### config.mk
export PLATFORM = sky130hd
export DESIGN_NAME = pll_lock_seq_flat
export DESIGN_NICKNAME = d
export VERILOG_FILES = /design/src/rtl/pll_lock_seq_pkg.sv /design/src/rtl/pll_lock_seq_if.sv /design/src/rtl/pll_lock_seq_freq_meas.sv /design/src/rtl/pll_lock_seq.sv /design/src/flat_wrapper.sv
export SDC_FILE = /design/constraint.sdc
export NUM_CORES = 1
export LEC_CHECK = 0
export BUFFER_PORTS_ARGS = -buffer_cell sky130_fd_sc_hd__buf_2
export CORE_UTILIZATION = 55
export DETAILED_ROUTE_END_ITERATION = 12
export GPL_TIMING_DRIVEN = 0
export PLACE_DENSITY = 0.78
export SLEW_MARGIN = 10
export SYNTH_ARGS = -nofsm -noshare
export SYNTH_HDL_FRONTEND = slang
export SYNTH_SLANG_ARGS = --single-unit
### constraint.sdc
create_clock -name refclk -period 8.23 [get_ports refclk]
set_input_delay 1.646 -clock refclk [delete_from_list [all_inputs] [get_ports refclk]]
set_output_delay 1.646 -clock refclk [all_outputs]
set_load 0.01 [all_outputs]
### src/rtl/pll_lock_seq_pkg.sv
// rtl/pll_lock_seq_pkg.sv - shared types, default parameters and helpers for the PLL lock sequencer
package pll_pkg;

   typedef enum logic [1:0] {
      PLL_RESET    = 2'd0,
      FREQ_SEARCH  = 2'd1,
      FREQ_LOCKED  = 2'd2,
      PHASE_LOCKED = 2'd3
   } lock_state_t;

   localparam int         WIN_DEF        = 32;
   localparam int         FTOL_DEF       = 1;
   localparam int         PH_TOL_DEF     = 4;
   localparam int         LOCK_CNT_DEF   = 16;
   localparam int         UNLOCK_CNT_DEF = 4;
   localparam int         RST_CYCLES_DEF = 8;
   localparam logic [7:0] FCODE_INIT_DEF = 8'd128;

   // Nine bits wide so that -128 maps to +128 instead of wrapping.
   function automatic logic [8:0] abs9(input logic [7:0] v);
      logic [8:0] w;
      w = {v[7], v};
      return w[8] ? (~w + 9'd1) : w;
   endfunction

endpackage

### src/rtl/pll_lock_seq_if.sv
// rtl/pll_lock_seq_if.sv - control/status bundle between the sequencer and its environment
interface pll_lock_seq_if;
   import pll_pkg::*;

   logic              enable;
   logic              fb_pulse;
   logic signed [7:0] phase_err;
   logic              brake;
   logic              pll_resetn;
   logic [7:0]        dco_fcode;
   logic              loop_en;
   lock_state_t       lock_state;
   logic              search_fail;

   modport master (
      output enable, fb_pulse, phase_err, brake,
      input  pll_resetn, dco_fcode, loop_en, lock_state, search_fail
   );

   modport slave (
      input  enable, fb_pulse, phase_err, brake,
      output pll_resetn, dco_fcode, loop_en, lock_state, search_fail
   );

endinterface

### src/rtl/pll_lock_seq_freq_meas.sv
// rtl/pll_lock_seq_freq_meas.sv - back-to-back WIN-cycle windows counting feedback pulses
module freq_meas #(
   parameter int WIN = 32
) (
   input  logic       clk,
   input  logic       rst,
   input  logic       clr_i,
   input  logic       fb_pulse_i,
   output logic       done,
   output logic [6:0] count
);
   localparam int            WW       = (WIN > 1) ? $clog2(WIN) : 1;
   localparam logic [WW-1:0] WIN_LAST = WW'(WIN - 1);

   logic [WW-1:0] win_q, win_d;
   logic [6:0]    fb_q, fb_d;

   // count already includes the last cycle's pulse so the verdict lands on the window's final edge
   assign done  = (win_q == WIN_LAST);
   assign count = (fb_pulse_i && (fb_q != 7'd127)) ? fb_q + 7'd1 : fb_q;

   always_comb begin
      win_d = win_q + WW'(1);
      fb_d  = count;
      if (clr_i || done) begin
         win_d = '0;
         fb_d  = '0;
      end
   end

   always_ff @(posedge clk) begin
      if (rst) begin
         win_q <= '0;
         fb_q  <= '0;
      end else begin
         win_q <= win_d;
         fb_q  <= fb_d;
      end
   end

endmodule

### src/rtl/pll_lock_seq.sv
// rtl/pll_lock_seq.sv - PLL bring-up sequencer: core reset, coarse DCO search, phase lock tracking
module pll_lock_seq
   import pll_pkg::*;
#(
   parameter int         WIN        = WIN_DEF,
   parameter int         FTOL       = FTOL_DEF,
   parameter int         PH_TOL     = PH_TOL_DEF,
   parameter int         LOCK_CNT   = LOCK_CNT_DEF,
   parameter int         UNLOCK_CNT = UNLOCK_CNT_DEF,
   parameter int         RST_CYCLES = RST_CYCLES_DEF,
   parameter logic [7:0] FCODE_INIT = FCODE_INIT_DEF
) (
   input logic           refclk,
   input logic           reset,
   pll_lock_seq_if.slave bus
);
   lock_state_t state_q, state_d;
   logic [15:0] rst_cnt_q, rst_cnt_d;
   logic [15:0] run_q, run_d;
   logic        good_q, good_d;
   logic [7:0]  fcode_q, fcode_d;
   logic        fail_q, fail_d;

   logic        win_done;
   logic [6:0]  win_count;
   logic        in_phase;

   freq_meas #(.WIN(WIN)) u_freq_meas (
      .clk        (refclk),
      .rst        (reset),
      .clr_i      (state_q != FREQ_SEARCH),
      .fb_pulse_i (bus.fb_pulse),
      .done       (win_done),
      .count      (win_count)
   );

   assign in_phase = int'(abs9(bus.phase_err)) <= PH_TOL;

   // run_q counts in-phase cycles in FREQ_LOCKED and out-of-phase cycles in PHASE_LOCKED
   always_comb begin
      state_d   = state_q;
      rst_cnt_d = rst_cnt_q;
      run_d     = run_q;
      good_d    = good_q;
      fcode_d   = fcode_q;
      fail_d    = fail_q;
      if (!bus.enable) begin
         state_d   = PLL_RESET;
         rst_cnt_d = '0;
         run_d     = '0;
         good_d    = 1'b0;
         fcode_d   = FCODE_INIT;
         fail_d    = 1'b0;
      end else begin
         unique case (state_q)
            PLL_RESET: begin
               if (int'(rst_cnt_q) >= RST_CYCLES - 1) begin
                  state_d   = FREQ_SEARCH;
                  rst_cnt_d = '0;
               end else begin
                  rst_cnt_d = rst_cnt_q + 16'd1;
               end
            end
            FREQ_SEARCH: begin
               if (win_done) begin
                  if (int'(win_count) < WIN - FTOL) begin
                     good_d = 1'b0;
                     if (fcode_q == 8'hFF) fail_d = 1'b1;
                     else                  fcode_d = fcode_q + 8'd1;
                  end else if (int'(win_count) > WIN + FTOL) begin
                     good_d = 1'b0;
                     if (fcode_q == 8'h00) fail_d = 1'b1;
                     else                  fcode_d = fcode_q - 8'd1;
                  end else if (good_q) begin
                     state_d = FREQ_LOCKED;
                     good_d  = 1'b0;
                     run_d   = '0;
                  end else begin
                     good_d = 1'b1;
                  end
               end
            end
            FREQ_LOCKED: begin
               if (bus.brake) begin
                  state_d = FREQ_SEARCH;
                  run_d   = '0;
                  good_d  = 1'b0;
               end else if (!in_phase) begin
                  run_d = '0;
               end else if (int'(run_q) >= LOCK_CNT - 1) begin
                  state_d = PHASE_LOCKED;
                  run_d   = '0;
               end else begin
                  run_d = run_q + 16'd1;
               end
            end
            PHASE_LOCKED: begin
               if (bus.brake) begin
                  state_d = FREQ_SEARCH;
                  run_d   = '0;
                  good_d  = 1'b0;
               end else if (in_phase) begin
                  run_d = '0;
               end else if (int'(run_q) >= UNLOCK_CNT - 1) begin
                  state_d = FREQ_LOCKED;
                  run_d   = '0;
               end else begin
                  run_d = run_q + 16'd1;
               end
            end
            default: state_d = PLL_RESET;
         endcase
      end
   end

   always_ff @(posedge refclk) begin
      if (reset) begin
         state_q   <= PLL_RESET;
         rst_cnt_q <= '0;
         run_q     <= '0;
         good_q    <= 1'b0;
         fcode_q   <= FCODE_INIT;
         fail_q    <= 1'b0;
      end else begin
         state_q   <= state_d;
         rst_cnt_q <= rst_cnt_d;
         run_q     <= run_d;
         good_q    <= good_d;
         fcode_q   <= fcode_d;
         fail_q    <= fail_d;
      end
   end

   assign bus.lock_state  = state_q;
   assign bus.pll_resetn  = (state_q != PLL_RESET);
   assign bus.loop_en     = (state_q == FREQ_LOCKED) || (state_q == PHASE_LOCKED);
   assign bus.dco_fcode   = fcode_q;
   assign bus.search_fail = fail_q;

endmodule

### src/flat_wrapper.sv
// flat-port wrapper written by rule: the top's interface ports become plain ports
module pll_lock_seq_flat import pll_pkg::*;
#(
   parameter int         WIN        = WIN_DEF,
   parameter int         FTOL       = FTOL_DEF,
   parameter int         PH_TOL     = PH_TOL_DEF,
   parameter int         LOCK_CNT   = LOCK_CNT_DEF,
   parameter int         UNLOCK_CNT = UNLOCK_CNT_DEF,
   parameter int         RST_CYCLES = RST_CYCLES_DEF,
   parameter logic [7:0] FCODE_INIT = FCODE_INIT_DEF
)
  (refclk, reset, bus_enable, bus_fb_pulse, bus_phase_err, bus_brake, bus_pll_resetn, bus_dco_fcode, bus_loop_en, bus_lock_state, bus_search_fail);
  pll_lock_seq_if bus_i ();
  input logic refclk;
  input logic reset;
  input wire logic [$bits(bus_i.enable)-1:0] bus_enable;
  input wire logic [$bits(bus_i.fb_pulse)-1:0] bus_fb_pulse;
  input wire logic [$bits(bus_i.phase_err)-1:0] bus_phase_err;
  input wire logic [$bits(bus_i.brake)-1:0] bus_brake;
  output wire logic [$bits(bus_i.pll_resetn)-1:0] bus_pll_resetn;
  output wire logic [$bits(bus_i.dco_fcode)-1:0] bus_dco_fcode;
  output wire logic [$bits(bus_i.loop_en)-1:0] bus_loop_en;
  output wire logic [$bits(bus_i.lock_state)-1:0] bus_lock_state;
  output wire logic [$bits(bus_i.search_fail)-1:0] bus_search_fail;
  assign bus_i.enable = bus_enable;
  assign bus_i.fb_pulse = bus_fb_pulse;
  assign bus_i.phase_err = bus_phase_err;
  assign bus_i.brake = bus_brake;
  assign bus_pll_resetn = bus_i.pll_resetn;
  assign bus_dco_fcode = bus_i.dco_fcode;
  assign bus_loop_en = bus_i.loop_en;
  assign bus_lock_state = bus_i.lock_state;
  assign bus_search_fail = bus_i.search_fail;
  pll_lock_seq #(.WIN(WIN), .FTOL(FTOL), .PH_TOL(PH_TOL), .LOCK_CNT(LOCK_CNT), .UNLOCK_CNT(UNLOCK_CNT), .RST_CYCLES(RST_CYCLES), .FCODE_INIT(FCODE_INIT)) u_core (.refclk(refclk), .reset(reset), .bus(bus_i));
endmodule
Word-level counts from Yosys, hierarchy flattened
Cells that the tools add are included.
{"block": "op_classes", "n_bitwise": 2, "n_div": 0, "n_mux": 40, "n_lt_le_gt_ge": 6, "multipliers": 0, "eq_ne": 20, "n_addsub": 7, "n_reduce_logical": 18, "shift": 0}
{"operator": "$mux 16", "count": 11}
{"operator": "$pmux 16 s3", "count": 1}
{"operator": "$add 16x1->16 const B", "count": 2}
{"operator": "$mux 8", "count": 4}
{"operator": "$mux 2", "count": 11}
{"operator": "$ge 16x2->1 const B", "count": 1}
{"operator": "$ge 16x3->1 const B", "count": 1}
{"operator": "$ge 16x4->1 const B", "count": 1}
{"operator": "$reduce_and 5->1", "count": 3}
{"operator": "$ne 2x1->1 const B", "count": 5}
{"operator": "$ne 2x2->1 const B", "count": 5}
{"operator": "$add 9x1->9 const B", "count": 1}
{"operator": "$le 9x3->1 const B", "count": 1}
{"operator": "$mux 1", "count": 9}
{"operator": "$mux 9", "count": 1}
{"operator": "$ne 3x2->1 const B", "count": 3}
{"operator": "$not 9->9", "count": 1}
{"operator": "$reduce_and 9->1", "count": 1}
{"operator": "$add 8x1->8 const B", "count": 1}
{"operator": "$eq 8x8->1 const B", "count": 1}
{"operator": "$logic_not 8->1", "count": 1}
{"operator": "$pmux 2 s4", "count": 1}
{"operator": "$reduce_bool 2->1", "count": 4}
{"operator": "$sub 8x1->8 const B", "count": 1}
{"operator": "18 further kinds", "count": 22}
{"block": "word_totals", "memories": 0, "mem_bits_rw": 0, "register_bits": 56, "mem_bits_ro": 0, "latchBits": 0, "output_inout_bits": 13, "input_bits": 13, "wordCells": 101}

Depth between registers and ports, before layout
{"block": "depth", "ltp_word": 8, "ltp_mapped": 14, "depth_no_buf": 14}

Cells and area by module
A second synthesis with hierarchy kept.
{"block": "unflattened", "hier_cells": 333, "area_unflattened_um2": 2992.9}
{"module": "pll_lock_seq", "cells_per_inst": 272, "n_inst": 1, "seq_area_each_um2": 880.8, "area_per_inst_um2": 2397.3}
{"module": "freq_meas", "cells_per_inst": 61, "n_inst": 1, "seq_area_each_um2": 240.2, "area_per_inst_um2": 595.6}

Worst setup path after synthesis
Ideal clock, no wire load.
{"block": "synth_path", "kind": "input to register", "start": "input port bus_fb_pulse", "end": "register u_core.fcode_q[7], in the netlist u_core.bus.dco_fcode[7]", "path_buffers": 0, "arrival_ps": 4251, "setup_time_ps": 62, "required_time_ps": 8168, "path_stages": 13, "setup_slack_ps": 3917, "path_cell_list": "and2_1 -> o21ai_0 -> a2111o_1 -> and3_2 -> inv_1 -> ha_1 -> a21oi_1 -> o211ai_1 -> nor4_1 -> o31a_1 -> mux2i_1 -> or3_2 -> nand3_1"}
{"block": "synth_via", "elab_chain_len": 5, "word_cells_on_any_way": 9, "classes_between": "2 x order compare; 2 x eq/ne; 2 x mux; 3 x reduce/logical"}
{"element": "start: declaration", "line": "flat_wrapper.sv:17", "text": "input wire logic [$bits(bus_i.fb_pulse)-1:0] bus_fb_pulse;"}
{"element": "$logic_and 1x1->1 *", "line": "pll_lock_seq_freq_meas.sv:20", "text": "assign count = (fb_pulse_i && (fb_q != 7'd127)) ? fb_q + 7'd1 : fb_q;"}
{"element": "$mux 7 *", "line": "pll_lock_seq_freq_meas.sv:20"}
{"element": "$lt 7x5->1 or $gt 7x6->1 (tied branches)", "line": "pll_lock_seq.sv:66, pll_lock_seq.sv:70"}
{"element": "$ne 2x2->1 (no line), or another cell as far along"}
{"element": "$reduce_and 5->1 (no line)"}
{"element": "end signal: assignment", "line": "pll_lock_seq.sv:129", "text": "fcode_q <= fcode_d;"}
{"element": "end: declaration", "line": "pll_lock_seq.sv:21", "text": "logic [7:0] fcode_q, fcode_d;"}
Every way passes the cells marked *; elsewhere a longest branch is shown, timed or not.
A chain may end at the register's enable or synchronous reset.

Worst setup path after layout
Ends and elaborated chain as after synthesis.

==> metrics <==
Slew Viols, Final 0; # Post-CTS Setup Buffers 0; Syn Nets ~370; Fin. Hold Viols 0; Post-DRT Antenna Nets 0; Core Footprint between 5000 and 6000 um2; r2r setup slk roughly 4.2 ns; Num CTS Buffers 5; initial antenna violation count 0; Hold Path Class reg2reg; Clock Tree Root clkbuf_8; worst hold start u_core.u_freq_meas.win_q[0]; Least-Margin Pin Slew about 0.84 ns; skew final about 0.0075 ns; crit path time final between 4 and 5 ns; worst r2r src u_core.u_freq_meas.fb_q[0]; commonest cells after routing, fill and taps aside dfxtp_1, nor2_1, nand2_1, buf_2, a21oi_1; hold buffer count at CTS 0; FP Rows 26; Setup TNS 0 ns; register area share after synthesis 0.388; Worst VDD drop approximately 0.084 mV; total power ~0.45 mW; critical path startpoint category input pin; Max stage delay on crit path between 0.4 and 0.5 ns; DR vias ~2.6k; Hold Path End u_core.u_freq_meas.win_q[0]; Vias per Instance 5.83; post-cts gate resize count 0; Synth cell types 61; Pwr per Cell Area roughly 140 nW/um2; hold depth 1; Wirelength per Cell ~13 um; Setup Viol. Count Final 0; DIE WIDTH roughly 74 um; leading area contributor after synthesis dfxtp_1; io pins 26; Final Cycle Share 0.556; number of synthesized flops with an enable pin 0; initial DRC count approximately 140; Slew HR 0.430; FF-to-FF End u_core.bus.dco_fcode[7]; Hold WS approximately 0.46 ns; Register Area roughly 1100 um2; die area 5550 um2; PortBufs 25; reg2reg path depth 14; FMAX approximately 0.22 GHz; CP arrival about 4.8 ns; worst path required time ~8.5 ns; TritonRoute pass-1 iters 4; starting density of the core 0.570; P_leak between 1 and 1.5 nW; final setup margin ~3.7 ns; TritonCTS clock tree done; top cell type's share of synthesized area 0.388; synth top area cells dfxtp_1, ha_1, nor2_1; vias in the first global route 2309; number of synthesized register bits 56; Yosys warnings 0; ys flop type dfxtp_1; worst skew pair latency ~0.32 ns; GRT Util Overall 0.223; HPWL Detailed 4.24 mm; Ant. Diodes 0; Remaining Overflow, GRT 0; worst-path cell chain buf_2 -> and2_1 -> o21ai_0 -> a2111o_1 -> and3_2 -> inv_1 -> ha_1 -> a21oi_1 -> o211ai_1 -> nor4_1 -> o31a_1 -> mux2i_1 -> or3_2 -> nand3_1; pre-CTS setup slack 3.34 ns; routability cong. 0.877; mean post-synth cell area approximately 8.5 um2; CP Class in2reg; Clock Path Buffers 2; first-pass GRT wire length about 9.6 mm; Synth Cell Area roughly 2900 um2; htree depth 2; cells after synthesis ~340; critical path capture point type register; Max Cap Viol 0; multi-input logic area ~1700 um2; Slowest cell on crit path a2111o_1; status completed; RSZ-0062 raised after global routing no; fraction of layout cells with a size suffix above 1 0.145; die height between 70 and 80 um; commonest non-fill, non-tap cell in the layout dfxtp_1; Final Net Count 398; Area Overhead vs Synth 10.7%; Clk pin slew, worst setup/hold paths approximately 0.1 ns; worst setup path start bus_fb_pulse; total wire length slightly below 6 mm; worst-path maximum fanout 8; Fill cells 462; drt drc 0; ys async rst share 0; largest net degree at the start of global routing 20; Num Clock Sinks 56
-- stage by stage --
stage | area (um2) | utilization | cells
floorplan | 2890 | - | 339
global placement | 3100 | 0.611 | 434
detailed placement | 3100 | 0.611 | 434
CTS | 3200 | 0.630 | 442
global route | 3200 | 0.630 | 442
finish | 3200 | 0.630 | 442
-- routing by layer --
layer | track usage | vias up | wire (um)
li1 | - | 1311 | -
met1 | 0.282 | 1193 | 2890
met2 | 0.369 | 67 | 2630
met3 | 0.0569 | 7 | 292
met4 | 0.0755 | 0 | 68
met5 | 0 | - | 0
-- synthesized netlist by cell type, types with 3 or more instances --
library cell	n
xnor2_1	4
clkbuf_1	8
nor2_1	34
or3_1	4
and2_1	16
nor2b_1	4
a31oi_1	5
nor4_1	13
o21ai_0	11
a21o_1	3
o21a_1	3
ha_1	13
a21oi_1	19
and3_1	12
o21ai_1	5
nand3_1	10
dfxtp_1	56
xor2_1	5
nand2_1	31
buf_2	3
or3_2	4
nor3_1	9
nand4_1	8
o211ai_1	3
inv_1	9
-- power by group --
| group | internal (mW) | switching [mW] |
|---|---|---|
| combinational | 0.00631 | 0.0102 |
| clock | 0.0627 | 0.0968 |
| sequential | 0.271 | 0.000477 |
| total | 0.340 | 0.107 |
-- registers in the layout (all words and copies together) (netlist names) --
name                      cells
u_core.rst_cnt_q             16
u_core.run_q                 16
u_core.bus.dco_fcode          8
u_core.u_freq_meas.fb_q       7
u_core.u_freq_meas.win_q      5
u_core.bus.lock_state         2
u_core.bus.search_fail        1
u_core.good_q                 1
-- final cells by class --
cell class | count | area share
buffer | 12 | 0.0188
tap | 70 | 0.0274
timing repair buffer | 25 | 0.0391
clock buffer | 5 | 0.0215
inverter | 10 | 0.0117
multi-input combinational | 261 | 0.522
sequential | 56 | 0.350
clock inverter | 3 | 0.00860
-- worst max-delay path by stage --
stage / end / cells after the start / slack (ns)
final: u_core.bus.dco_fcode[7] / 14 / 3.65
after global routing: u_core.bus.dco_fcode[7] / 14 / 3.49
after CTS: u_core.bus.dco_fcode[7] / 14 / 3.66
after detailed placement: u_core.bus.dco_fcode[7] / 14 / 3.34
after global placement: u_core.bus.dco_fcode[7] / 14 / 3.46
after floorplan: u_core.bus.dco_fcode[7] / 13 / 3.92
-- critical path: cells and delay by family --
family	cells	cell delay [ns]
compound gates	5	1.15
simple gates	5	1.31
fa+ha+maj	1	0.29
buf+inv	2	0.37
mux	1	0.08
-- cell families (layout without fill, tap and decap cells) --
family          count (synthesis)  after routing  synth area share
compound gates                 72             72             0.170
xor+xnor                        9              9            0.0273
fa+ha+maj                      14             14            0.0632
buf+inv                        22             55            0.0338
flops                          56             56             0.388
mux                             2              2           0.00693
simple gates                  164            164             0.311
Note: power is estimated with default switching activity, not from simulation.
